File: src/rtl/sdram_arbiter.sv
// Round-robin arbiter sharing one SDRAM access port between the audio cores
// (mixer, recorder, player), with a per-access timeout on each grant.
module sdram_arbiter #(
   parameter int NUM_REQ = 3,
   parameter int ADDR_W  = 23,
   parameter int DATA_W  = 32,
   parameter int TIMEOUT = 1023
) (
   input  logic                        i_clk,
   input  logic                        i_rst_n,
   input  logic [NUM_REQ-1:0]          i_req_read,
   input  logic [NUM_REQ-1:0]          i_req_write,
   input  logic [NUM_REQ*ADDR_W-1:0]   i_req_addr,
   input  logic [NUM_REQ*DATA_W-1:0]   i_req_writedata,
   output logic [DATA_W-1:0]           o_req_readdata,
   output logic [NUM_REQ-1:0]          o_req_finished,
   output logic                        o_sdram_read,
   output logic                        o_sdram_write,
   output logic [ADDR_W-1:0]           o_sdram_addr,
   output logic [DATA_W-1:0]           o_sdram_writedata,
   input  logic [DATA_W-1:0]           i_sdram_readdata,
   input  logic                        i_sdram_finished,
   output logic [NUM_REQ-1:0]          o_grant,
   output logic                        o_busy,
   output logic                        o_timeout
);

   localparam int IDX_W = (NUM_REQ > 1) ? $clog2(NUM_REQ) : 1;
   localparam int TC_W  = $clog2(TIMEOUT + 1);

   typedef enum logic {IDLE, BUSY} state_t;

   state_t             state;
   state_t             next_state;
   logic [IDX_W-1:0]   grant_idx;
   logic [IDX_W-1:0]   last_idx;
   logic [IDX_W-1:0]   pick_idx;
   logic               pick_valid;
   logic [TC_W-1:0]    tcount;
   logic [NUM_REQ-1:0] req;
   logic               timeout_hit;

   assign req = i_req_read | i_req_write;

   // Circular search starting just after the last served requester.
   always_comb begin
      int               cand;
      logic [IDX_W-1:0] cand_idx;
      pick_valid = 1'b0;
      pick_idx   = '0;
      cand       = 0;
      cand_idx   = '0;
      for (int i = 1; i <= NUM_REQ; i++) begin
         cand     = (int'(last_idx) + i) % NUM_REQ;
         cand_idx = IDX_W'(cand);
         if (!pick_valid && req[cand_idx]) begin
            pick_valid = 1'b1;
            pick_idx   = cand_idx;
         end
      end
   end

   assign timeout_hit = (state == BUSY) && !i_sdram_finished &&
                        (tcount == TC_W'(TIMEOUT - 1));

   always_ff @(posedge i_clk or negedge i_rst_n) begin
      if (!i_rst_n) begin
         state     <= IDLE;
         grant_idx <= '0;
         last_idx  <= IDX_W'(NUM_REQ - 1);
         tcount    <= '0;
      end else begin
         state <= next_state;
         if (state == IDLE) begin
            if (pick_valid) begin
               grant_idx <= pick_idx;
               tcount    <= '0;
            end
         end else if (i_sdram_finished || timeout_hit) begin
            last_idx <= grant_idx;
         end else begin
            tcount <= tcount + 1'b1;
         end
      end
   end

   always_comb begin
      next_state = state;
      unique case (state)
         IDLE: if (pick_valid) next_state = BUSY;
         BUSY: if (i_sdram_finished || timeout_hit) next_state = IDLE;
      endcase
   end

   // A requester raising both strobes is treated as a write.
   always_comb begin
      o_sdram_read      = 1'b0;
      o_sdram_write     = 1'b0;
      o_sdram_addr      = '0;
      o_sdram_writedata = '0;
      o_grant           = '0;
      o_req_finished    = '0;
      if (state == BUSY) begin
         for (int k = 0; k < NUM_REQ; k++) begin
            if (grant_idx == IDX_W'(k)) begin
               o_grant[k]        = 1'b1;
               o_req_finished[k] = i_sdram_finished;
               o_sdram_write     = i_req_write[k];
               o_sdram_read      = i_req_read[k] & ~i_req_write[k];
               o_sdram_addr      = i_req_addr[k*ADDR_W +: ADDR_W];
               o_sdram_writedata = i_req_writedata[k*DATA_W +: DATA_W];
            end
         end
      end
   end

   assign o_req_readdata = i_sdram_readdata;
   assign o_busy         = (state == BUSY);
   assign o_timeout      = timeout_hit;

endmodule

File: config.mk
export PLATFORM = sky130hd
export DESIGN_NAME = sdram_arbiter
export DESIGN_NICKNAME = d
export VERILOG_FILES = /design/src/rtl/sdram_arbiter.sv
export SDC_FILE = /design/constraint.sdc
export NUM_CORES = 1
export LEC_CHECK = 0
export BUFFER_PORTS_ARGS = -buffer_cell sky130_fd_sc_hd__buf_4
export CORE_AREA = 2 2 119 121
export CTS_BUF_LIST = sky130_fd_sc_hd__clkbuf_16
export CTS_CLUSTER_SIZE = 20
export DETAILED_ROUTE_END_ITERATION = 16
export DIE_AREA = 0 0 121 123
export GPL_TIMING_DRIVEN = 1
export PLACE_DENSITY = 0.52
export SLEW_MARGIN = 20
export SYNTH_ARGS = -nofsm -noshare
export SYNTH_HDL_FRONTEND = slang
export SYNTH_SLANG_ARGS = --single-unit
File: constraint.sdc
create_clock -name i_clk -period 5.97 [get_ports i_clk]
set_input_delay 0.597 -clock i_clk [delete_from_list [all_inputs] [get_ports i_clk]]
set_output_delay 0.597 -clock i_clk [all_outputs]
set_load 0.03 [all_outputs]
### After elaboration in Yosys (flattened, before gate mapping)

Index checks and enable logic that the tools add are counted.

| cells by class | value |
|---|---|
| add/sub/neg operators | 4 |
| divide/modulo/power cells | 3 |
| magnitude comparators | 3 |
| eq/ne operators | 4 |
| multiplexer cells | 42 |
| bitwise gates (word level) | 8 |
| reductions and logical operators | 13 |

Operator list:

| cell | number |
|---|---|
| 32-bit two-way mux | 4 |
| 32-bit by 3-bit modulo with 32-bit output (second input constant) | 3 |
| 23-bit two-way mux | 4 |
| 10-bit two-way mux | 3 |
| 1-bit two-way mux | 22 |
| 10-bit by 1-bit adder with 10-bit output (second input constant) | 1 |
| 10-bit == test (second input constant) | 1 |
| 2-bit by 3-bit less-than comparator with 1-bit output (second input constant) | 3 |
| 2-bit by 2-bit adder with 3-bit output (second input constant) | 2 |
| 1-bit binary-select mux with 2-bit select | 3 |
| 2-bit two-way mux | 3 |
| 3-bit two-way mux | 2 |
| 2-bit AND reduction | 3 |
| 1-bit logical AND | 4 |
| 1-bit NOT | 4 |
| 2-bit by 1-bit adder with 3-bit output (second input constant) | 1 |
| 1-bit AND | 3 |
| 1-bit zero test | 3 |
| 3-bit bitwise OR | 1 |
| 2-bit by 1-bit == test with 1-bit output (second input constant) | 1 |
| 2-bit == test (second input constant) | 1 |
| 2-bit zero test | 1 |
| 2-bit != test (second input constant) | 1 |
| 1-bit one-hot mux with 2 select lines | 1 |
| other kinds (2) | 2 |

| word-level totals | value |
|---|---|
| register bits after elaboration | 15 |
| bits of input ports | 206 |
| output and inout bits | 97 |

### Longest topological paths before layout

Gate-level depths: netlist (run 1).

| depth | value |
|---|---|
| word-level depth | 13 |
| depth in mapped cells | 8 |
| mapped depth without buffers | 7 |

### Worst setup path before layout (run 1)

OpenSTA, ideal clock, no wires.

| timing | value |
|---|---|
| kind | register to output |
| from | register state (netlist: o_busy) |
| to | output o_req_finished[1] |
| arrival time | 1541 ps |
| required time | 5373 ps |
| slack | 3832 ps |
| stages on the path, launching flop included | 4 |
| cells stage by stage | dfrtp_1 > clkbuf_1 > clkbuf_1 > and3_1 |

| on the way | value |
|---|---|
| word-level cells in the longest chain between the ends | 1 |

Ends and longest elaborated chain:

| element | RTL line | RTL |
|---|---|---|
| start, declared | 33 | `state_t state;` |
| start signal, assigned | 73 | `state <= next_state;` |
| 3-bit two-way mux | 103 | `if (state == BUSY) begin` |
| end, declared | 16 | `output logic [NUM_REQ-1:0] o_req_finished,` |

Every way passes these cells.

### Final worst setup path (run 1)

| timing | value |
|---|---|
| from | register grant_idx[0] |
| to | output o_sdram_writedata[1] |

| on the way | value |
|---|---|
| word-level cells in the longest chain between the ends | 5 |

Ends and longest elaborated chain:

| element | RTL line | RTL |
|---|---|---|
| start, declared | 35 | `logic [IDX_W-1:0] grant_idx;` |
| start signal, assigned | 76 | `grant_idx <= pick_idx;` |
| 2-bit zero test | 105 | `if (grant_idx == IDX_W'(k)) begin` |
| 32-bit two-way mux (2 in series) | 105 |  |
| 32-bit two-way mux * | 105 |  |
| 32-bit two-way mux * | 103 |  |
| end, declared | 20 | `output logic [DATA_W-1:0] o_sdram_writedata,` |

Every way passes the cells marked *; elsewhere a longest branch is shown, timed or not.

==> reports/metrics.yaml, run 1 <==
final_layout:
  final_util_pct: 34.3
  design_area_sq_um: 4660
  antennaDiodeCount: 0
  syn_to_final_growth_pct: 61.2
  drive_gt1_share_pct: 44.0
  fin_nets: 810
  fill_cells: 1443
  mostFrequentLayoutCells: "buf_4, nand2_1, o21ai_0"
  layout_commonest_cell: "buf_4"
timing:
  min_period_ns: 3.04
  fin_tns_setup_ns: 0
  final.setup_skew_ns: 0.00471
  tightest_slew_ns: 0.822
  post-route-period-util_pct: 51.0
  setup_viol: 0
  holdWs_ns: 0.198
  rsz0062_at_grt: "false"
  hold_viol: 0
  max_freq_mhz: 329
  relSlewSlack_pct: 45.2
  slew_viol_final: 0
cts:
  root_buffer: "clkbuf_16"
  numCtsBuffers: 3
  ctsHoldBuffers: 0
  post_cts_buffers: 0
  clkSinkCount: 15
  clk_latency_ns: 0.25
  path_clk_slew_ns: 0.05
  h-tree-depth: 1
  cts-resized-gates: 0
  clockBufferDepth: 2
  cts_tree: "built"
grt:
  grt_util_all_layers_pct: 14.1
  grt_overflow: 0
  antenna_found_initial: 0
  grt_max_degree: 68
  grt_pass1_wl_microns: 17200
  grt_pass1_vias: 3497
synth:
  async_flop_share_pct: 100
  syn_area_sq_um: 2890
  synth_area_leaders: "mux2i_1, and2_1, dfrtp_1"
  ys_seq_area_share_pct: 13.0
  ys_ff_latch: 15
  synth_top_area_share_pct: 20.4
  ys_types: 46
  synth_nets: 625
  ys.flop_type: "dfrtp_1"
  synth-edff-count: 0
  synthCells: 414
  yosysTopAreaCell: "mux2i_1"
  postSynthAreaPerCell_sq_um: 6.99
  yosys_warnings: 0
status:
  status: "complete, no violations"
power_and_ir_drop:
  ir_drop_v: 0.000238
  power_density_nw_per_um2: 423
  total_power_mw: 1.97
  p_leak_nw: 2.32
setup_path:
  rr_startpoint: "last_idx[1]"
  reg2reg_slack_ns: 3.84
  crit_fanout: 61
  cpMostUsedCell: "buf_4"
  critPathCaptureType: "primary output"
  cp_slowest_cell: "buf_4"
  critPathLaunchType: "flop"
  required_ns: 5.37
  cpPeakStageDelay_ns: 0.48
  crit_chain: "buf_4, nor2b_4, buf_4, nand2_1, o21ai_0, and2_1, buf_4"
  worst_ep_arrival_time_ns: 2.45
  worstSetupPathType: "flop to primary output"
  r2r-end: "grant_idx[0]"
  r2r_cells: 7
die:
  io_pins: 303
  rows: 43
  dieArea_sq_um: 14900
  dieWidth_microns: 121
  start_util_pct: 21.3
  core_sq_um: 13600
  fp.dieH_microns: 123
routing:
  vias: 3471
  ant_nets: 0
  drtPass1Iterations: 4
  viasPerCell: 4.46
  drcViolationCount: 0
  drt_wl_total_microns: 11800
  wire_per_inst_microns: 15.2
  drtIter0Drc: 109
placement:
  hpwl_microns: 9380
  io_buffers: 238
  placement.cell_area_sq_um: 4580
  place_congestion: 0.849
worst_hold_path:
  hold_path.class: "input pin to asynchronous set/reset pin"
flow_run:
  drv_cap: 0
==> area by class of cell <==
class | instances | area [sq um] | area share, %
Multi-Input combinational cell | 332 | 2140 | 45.8
Timing Repair Buffer | 242 | 1820 | 38.9
Sequential cell | 15 | 383 | 8.21
Tap cell | 180 | 225 | 4.83
Clock buffer | 3 | 75.1 | 1.61
Inverter | 5 | 18.8 | 0.402
Clock inverter | 1 | 7.51 | 0.161
==> through the flow <==
step | setup slack (ns) | std cells
2_1_floorplan | 3.83 | 414
4_1_cts | 2.82 | 778
5_1_grt | 2.64 | 778
3_3_place_gp | 3.14 | 774
6_report | 2.93 | 778
3_5_place_dp | 3.11 | 774
==> synth_stat cells, drive strengths merged, types with 2 or more instances <==
| cell | number |
|---|---|
| a211oi | 4 |
| xnor2 | 3 |
| o21ai | 65 |
| nand4 | 2 |
| mux2i | 59 |
| buf | 41 |
| nand2 | 68 |
| mux2 | 3 |
| nor3b | 7 |
| nand3 | 3 |
| nor2 | 16 |
| nor3 | 4 |
| and2 | 60 |
| nor2b | 4 |
| dfrtp | 14 |
| o32a | 2 |
| and3 | 3 |
| nand4b | 2 |
| a21oi | 6 |
| ha | 5 |
| a21o | 2 |
| inv | 5 |
| clkbuf | 21 |
==> kinds of logic (layout without fill, tap and decap cells) <==
family                     after synthesis  in the layout  synth area share [%]
and+or+nand+nor                        173            173                  31.2
muxes                                   62             62                  21.6
buffers and inverters                   67            251                  13.3
AOI/OAI and AO/OA                       89             89                  17.8
DFF                                     15             15                  13.0
xor gates and xnor gates                 3              3                 0.908
adders and majority gates                5              5                  2.16
==> worst max-delay path, delay by kind of cell, from the launching register on <==
family          cells  cell delay [ns]
buf+inv             3             1.11
simple gates        3             0.57
flops               1             0.33
compound gates      1             0.13
==> per-layer routing <==
layer | part of all wire, % | wire length [microns] | GRT usage [%] | up-vias
met2 | 53 | 6280 | 28.2 | 151
met3 | 7.7 | 910 | 2.26 | 10
met5 | 0 | 0 | 0 | -
met1 | 38 | 4510 | 15.8 | 1566
li1 | - | - | - | 1744
met4 | 0.95 | 112 | 2.62 | 0
==> worst max-delay path by stage <==
stage,startpoint,to,slack [ns],cells past startpoint
after CTS,grant_idx[0],o_sdram_writedata[1],2.82,7
after global routing,grant_idx[0],o_sdram_writedata[1],2.64,7
final,grant_idx[0],o_sdram_writedata[1],2.93,7
after floorplan,o_busy,o_req_finished[1],3.83,3
after detailed placement,grant_idx[0],o_sdram_writedata[1],3.11,7
after global placement,grant_idx[0],o_sdram_writedata[1],3.14,7
==> flip-flops by register name, summed over array words and instances, names as in the netlist <==
name / cells
last_idx: 2
grant_idx: 2
tcount: 10
o_busy: 1
==> report_power, final <==
group	leakage, nW	total (mW)	switching (mW)	internal (mW)
sequential	0.190	0.235	0.105	0.130
combinational	2.09	1.60	0.923	0.679
clock	0.0371	0.134	0.0434	0.0903
Note: power is estimated with default switching activity, not from simulation.
==> run 2: changes to the inputs <==
--- a/config.mk
+++ b/config.mk
@@ -12,7 +12,7 @@
 export DETAILED_ROUTE_END_ITERATION = 16
 export DIE_AREA = 0 0 121 123
 export GPL_TIMING_DRIVEN = 1
-export PLACE_DENSITY = 0.52
+export PLACE_DENSITY = 0.54
 export SLEW_MARGIN = 20
 export SYNTH_ARGS = -nofsm -noshare
 export SYNTH_HDL_FRONTEND = slang
==> constraint.sdc (replaced) <==
create_clock -name i_clk -period 2.6 [get_ports i_clk]
set_input_delay 0.26 -clock i_clk [delete_from_list [all_inputs] [get_ports i_clk]]
set_output_delay 0.26 -clock i_clk [all_outputs]
set_load 0.03 [all_outputs]
==> run 2 against run 1 <==
Flip-flop and latch count did not move. First-iteration DRC count is 10% higher. Critical path depth shrank 2. Utilization grew 0.56 points. Largest cell class unchanged.
==> reports/metrics.yaml, run 2 (synthesized netlist as in run 1, its figures left out) <==
final_layout:
  syn_to_final_growth_pct: 63.9
  largest_reg_flops: 10
  fin_nets: 817
  fill_cells: 1455
  design_area_sq_um: 4740
  multiInputGateArea_sq_um: 2140
  drive_gt1_share_pct: 44.3
  reg_top3: "tcount x10, grant_idx x2, last_idx x2"
  antennaDiodeCount: 0
  regMostFlops: "tcount"
  final_cells: 785
  layout_commonest_cell: "buf_4"
  mostFrequentLayoutCells: "buf_4, nand2_1, o21ai_0"
  register_area_sq_um: 383
setup_path:
  critPathLaunchType: "flop"
  worstSetupPathType: "flop to primary output"
  crit_path_start: "grant_idx[1]"
  rr_startpoint: "last_idx[1]"
  required_ns: 2.34
  worst_ep_arrival_time_ns: 1.97
  crit_fanout: 64
  critPathCaptureType: "primary output"
timing:
  setup_viol: 0
  min_period_ns: 2.23
  rsz0062_at_grt: "false"
  tightest_slew_ns: 0.563
  fin_tns_setup_ns: 0
  post-route-period-util_pct: 85.8
  relSlewSlack_pct: 62.5
  final.setup_skew_ns: 0.00627
  slew_viol_final: 0
  max_freq_mhz: 448
  hold_viol: 0
placement:
  placement.cell_area_sq_um: 4650
  place_congestion: 0.836
  dp_cells: 780
  hpwl_microns: 9300
  io_buffers: 238
grt:
  grt_pass1_wl_microns: 17700
  grt_max_degree: 65
  grt_util_all_layers_pct: 14.7
  antenna_found_initial: 0
  grt_overflow: 0
  grt_pass1_vias: 3520
cts:
  root_buffer: "clkbuf_16"
  cts_tree: "built"
  clkSinkCount: 15
  numCtsBuffers: 3
  clockBufferDepth: 2
  h-tree-depth: 1
  cts-resized-gates: 0
  path_clk_slew_ns: 0.05
  clk_latency_ns: 0.25
routing:
  wire_per_inst_microns: 15.1
  drtPass1Iterations: 4
  ant_nets: 0
  drcViolationCount: 0
  viasPerCell: 4.49
  drtIter0Drc: 120
  drt_wl_total_microns: 11900
  vias: 3525
die:
  core_sq_um: 13600
  rows: 43
  dieArea_sq_um: 14900
  dieWidth_microns: 121
  start_util_pct: 21.3
  io_pins: 303
  fp.dieH_microns: 123
power_and_ir_drop:
  ir_drop_v: 0.000455
  p_leak_nw: 2.37
  power_density_nw_per_um2: 980
flow_run:
  drv_cap: 0
worst_hold_path:
  hold_path.class: "input pin to flop"
  worstHoldStart: "i_sdram_finished"
status:
  status: "complete, no violations"
==> run 2: changes by cell type in the layout (fill, tap and decap cells not counted), sizes merged <==
cell	delta
buf	+6
clkinvlp	-1
dlygate4sd3	+1
inv	+1
==> run 2: power breakdown <==
group	total [mW]	internal, mW	switching [mW]
logic	3.96	1.65	2.32
registers	0.385	0.302	0.0827
clock network	0.298	0.204	0.0948
==> run 2: stage by stage <==
step           setup slack [ns]  util, %  power [mW]  hold WS (ns)
2_1_floorplan             0.673        -        3.06       -0.0356
3_3_place_gp              0.585     34.2        4.35         0.129
3_5_place_dp              0.529     34.2        4.40         0.128
4_1_cts                   0.390     34.8        4.70         0.366
5_1_grt                   0.301     34.8        5.01         0.422
6_report                  0.370     34.8        4.65         0.373
==> run 2: cell type report <==
class                           count  share of cell area [%]
Multi-Input combinational cell    332                    45.1
Timing Repair Buffer              249                    40.0
Sequential cell                    15                    8.08
Tap cell                          180                    4.75
Clock inverter                      1                  0.0792
Inverter                            5                   0.396
Clock buffer                        3                    1.58
==> run 2: what timing repair did <==
action / 4_1_cts / 5_1_grt
endpoints found under the hold margin: 14 / 0
hold buffers: 1 / 0
endpoints found under the setup margin: 0 / 0
buffers inserted: 0 / 0
==> run 2: path summary, 6_finish.rpt <==
kind,slack (ns),endpoint,depth (start not counted)
setup reg to reg,0.53,tcount[3],7
setup / recovery,0.37,o_sdram_writedata[1],5
hold reg to reg,0.54,tcount[8],1
min in group asynchronous,0.40,tcount[1],2
hold / removal,0.37,tcount[0],4
max in group asynchronous,1.95,last_idx[1],2
==> run 2: per-layer routing <==
layer	wire, microns	track usage (%)
met5	0	0
met4	125	2.33
met3	949	3.27
met2	6080	27.0
met1	4720	17.8
==> run 2: critical path, cell delays in order, from the launching register on <==
cell and delay [ns]:
dfrtp_4 0.44, buf_12 0.37, mux2i_1 0.40, o21ai_0 0.12
and2_1 0.18, buf_4 0.16
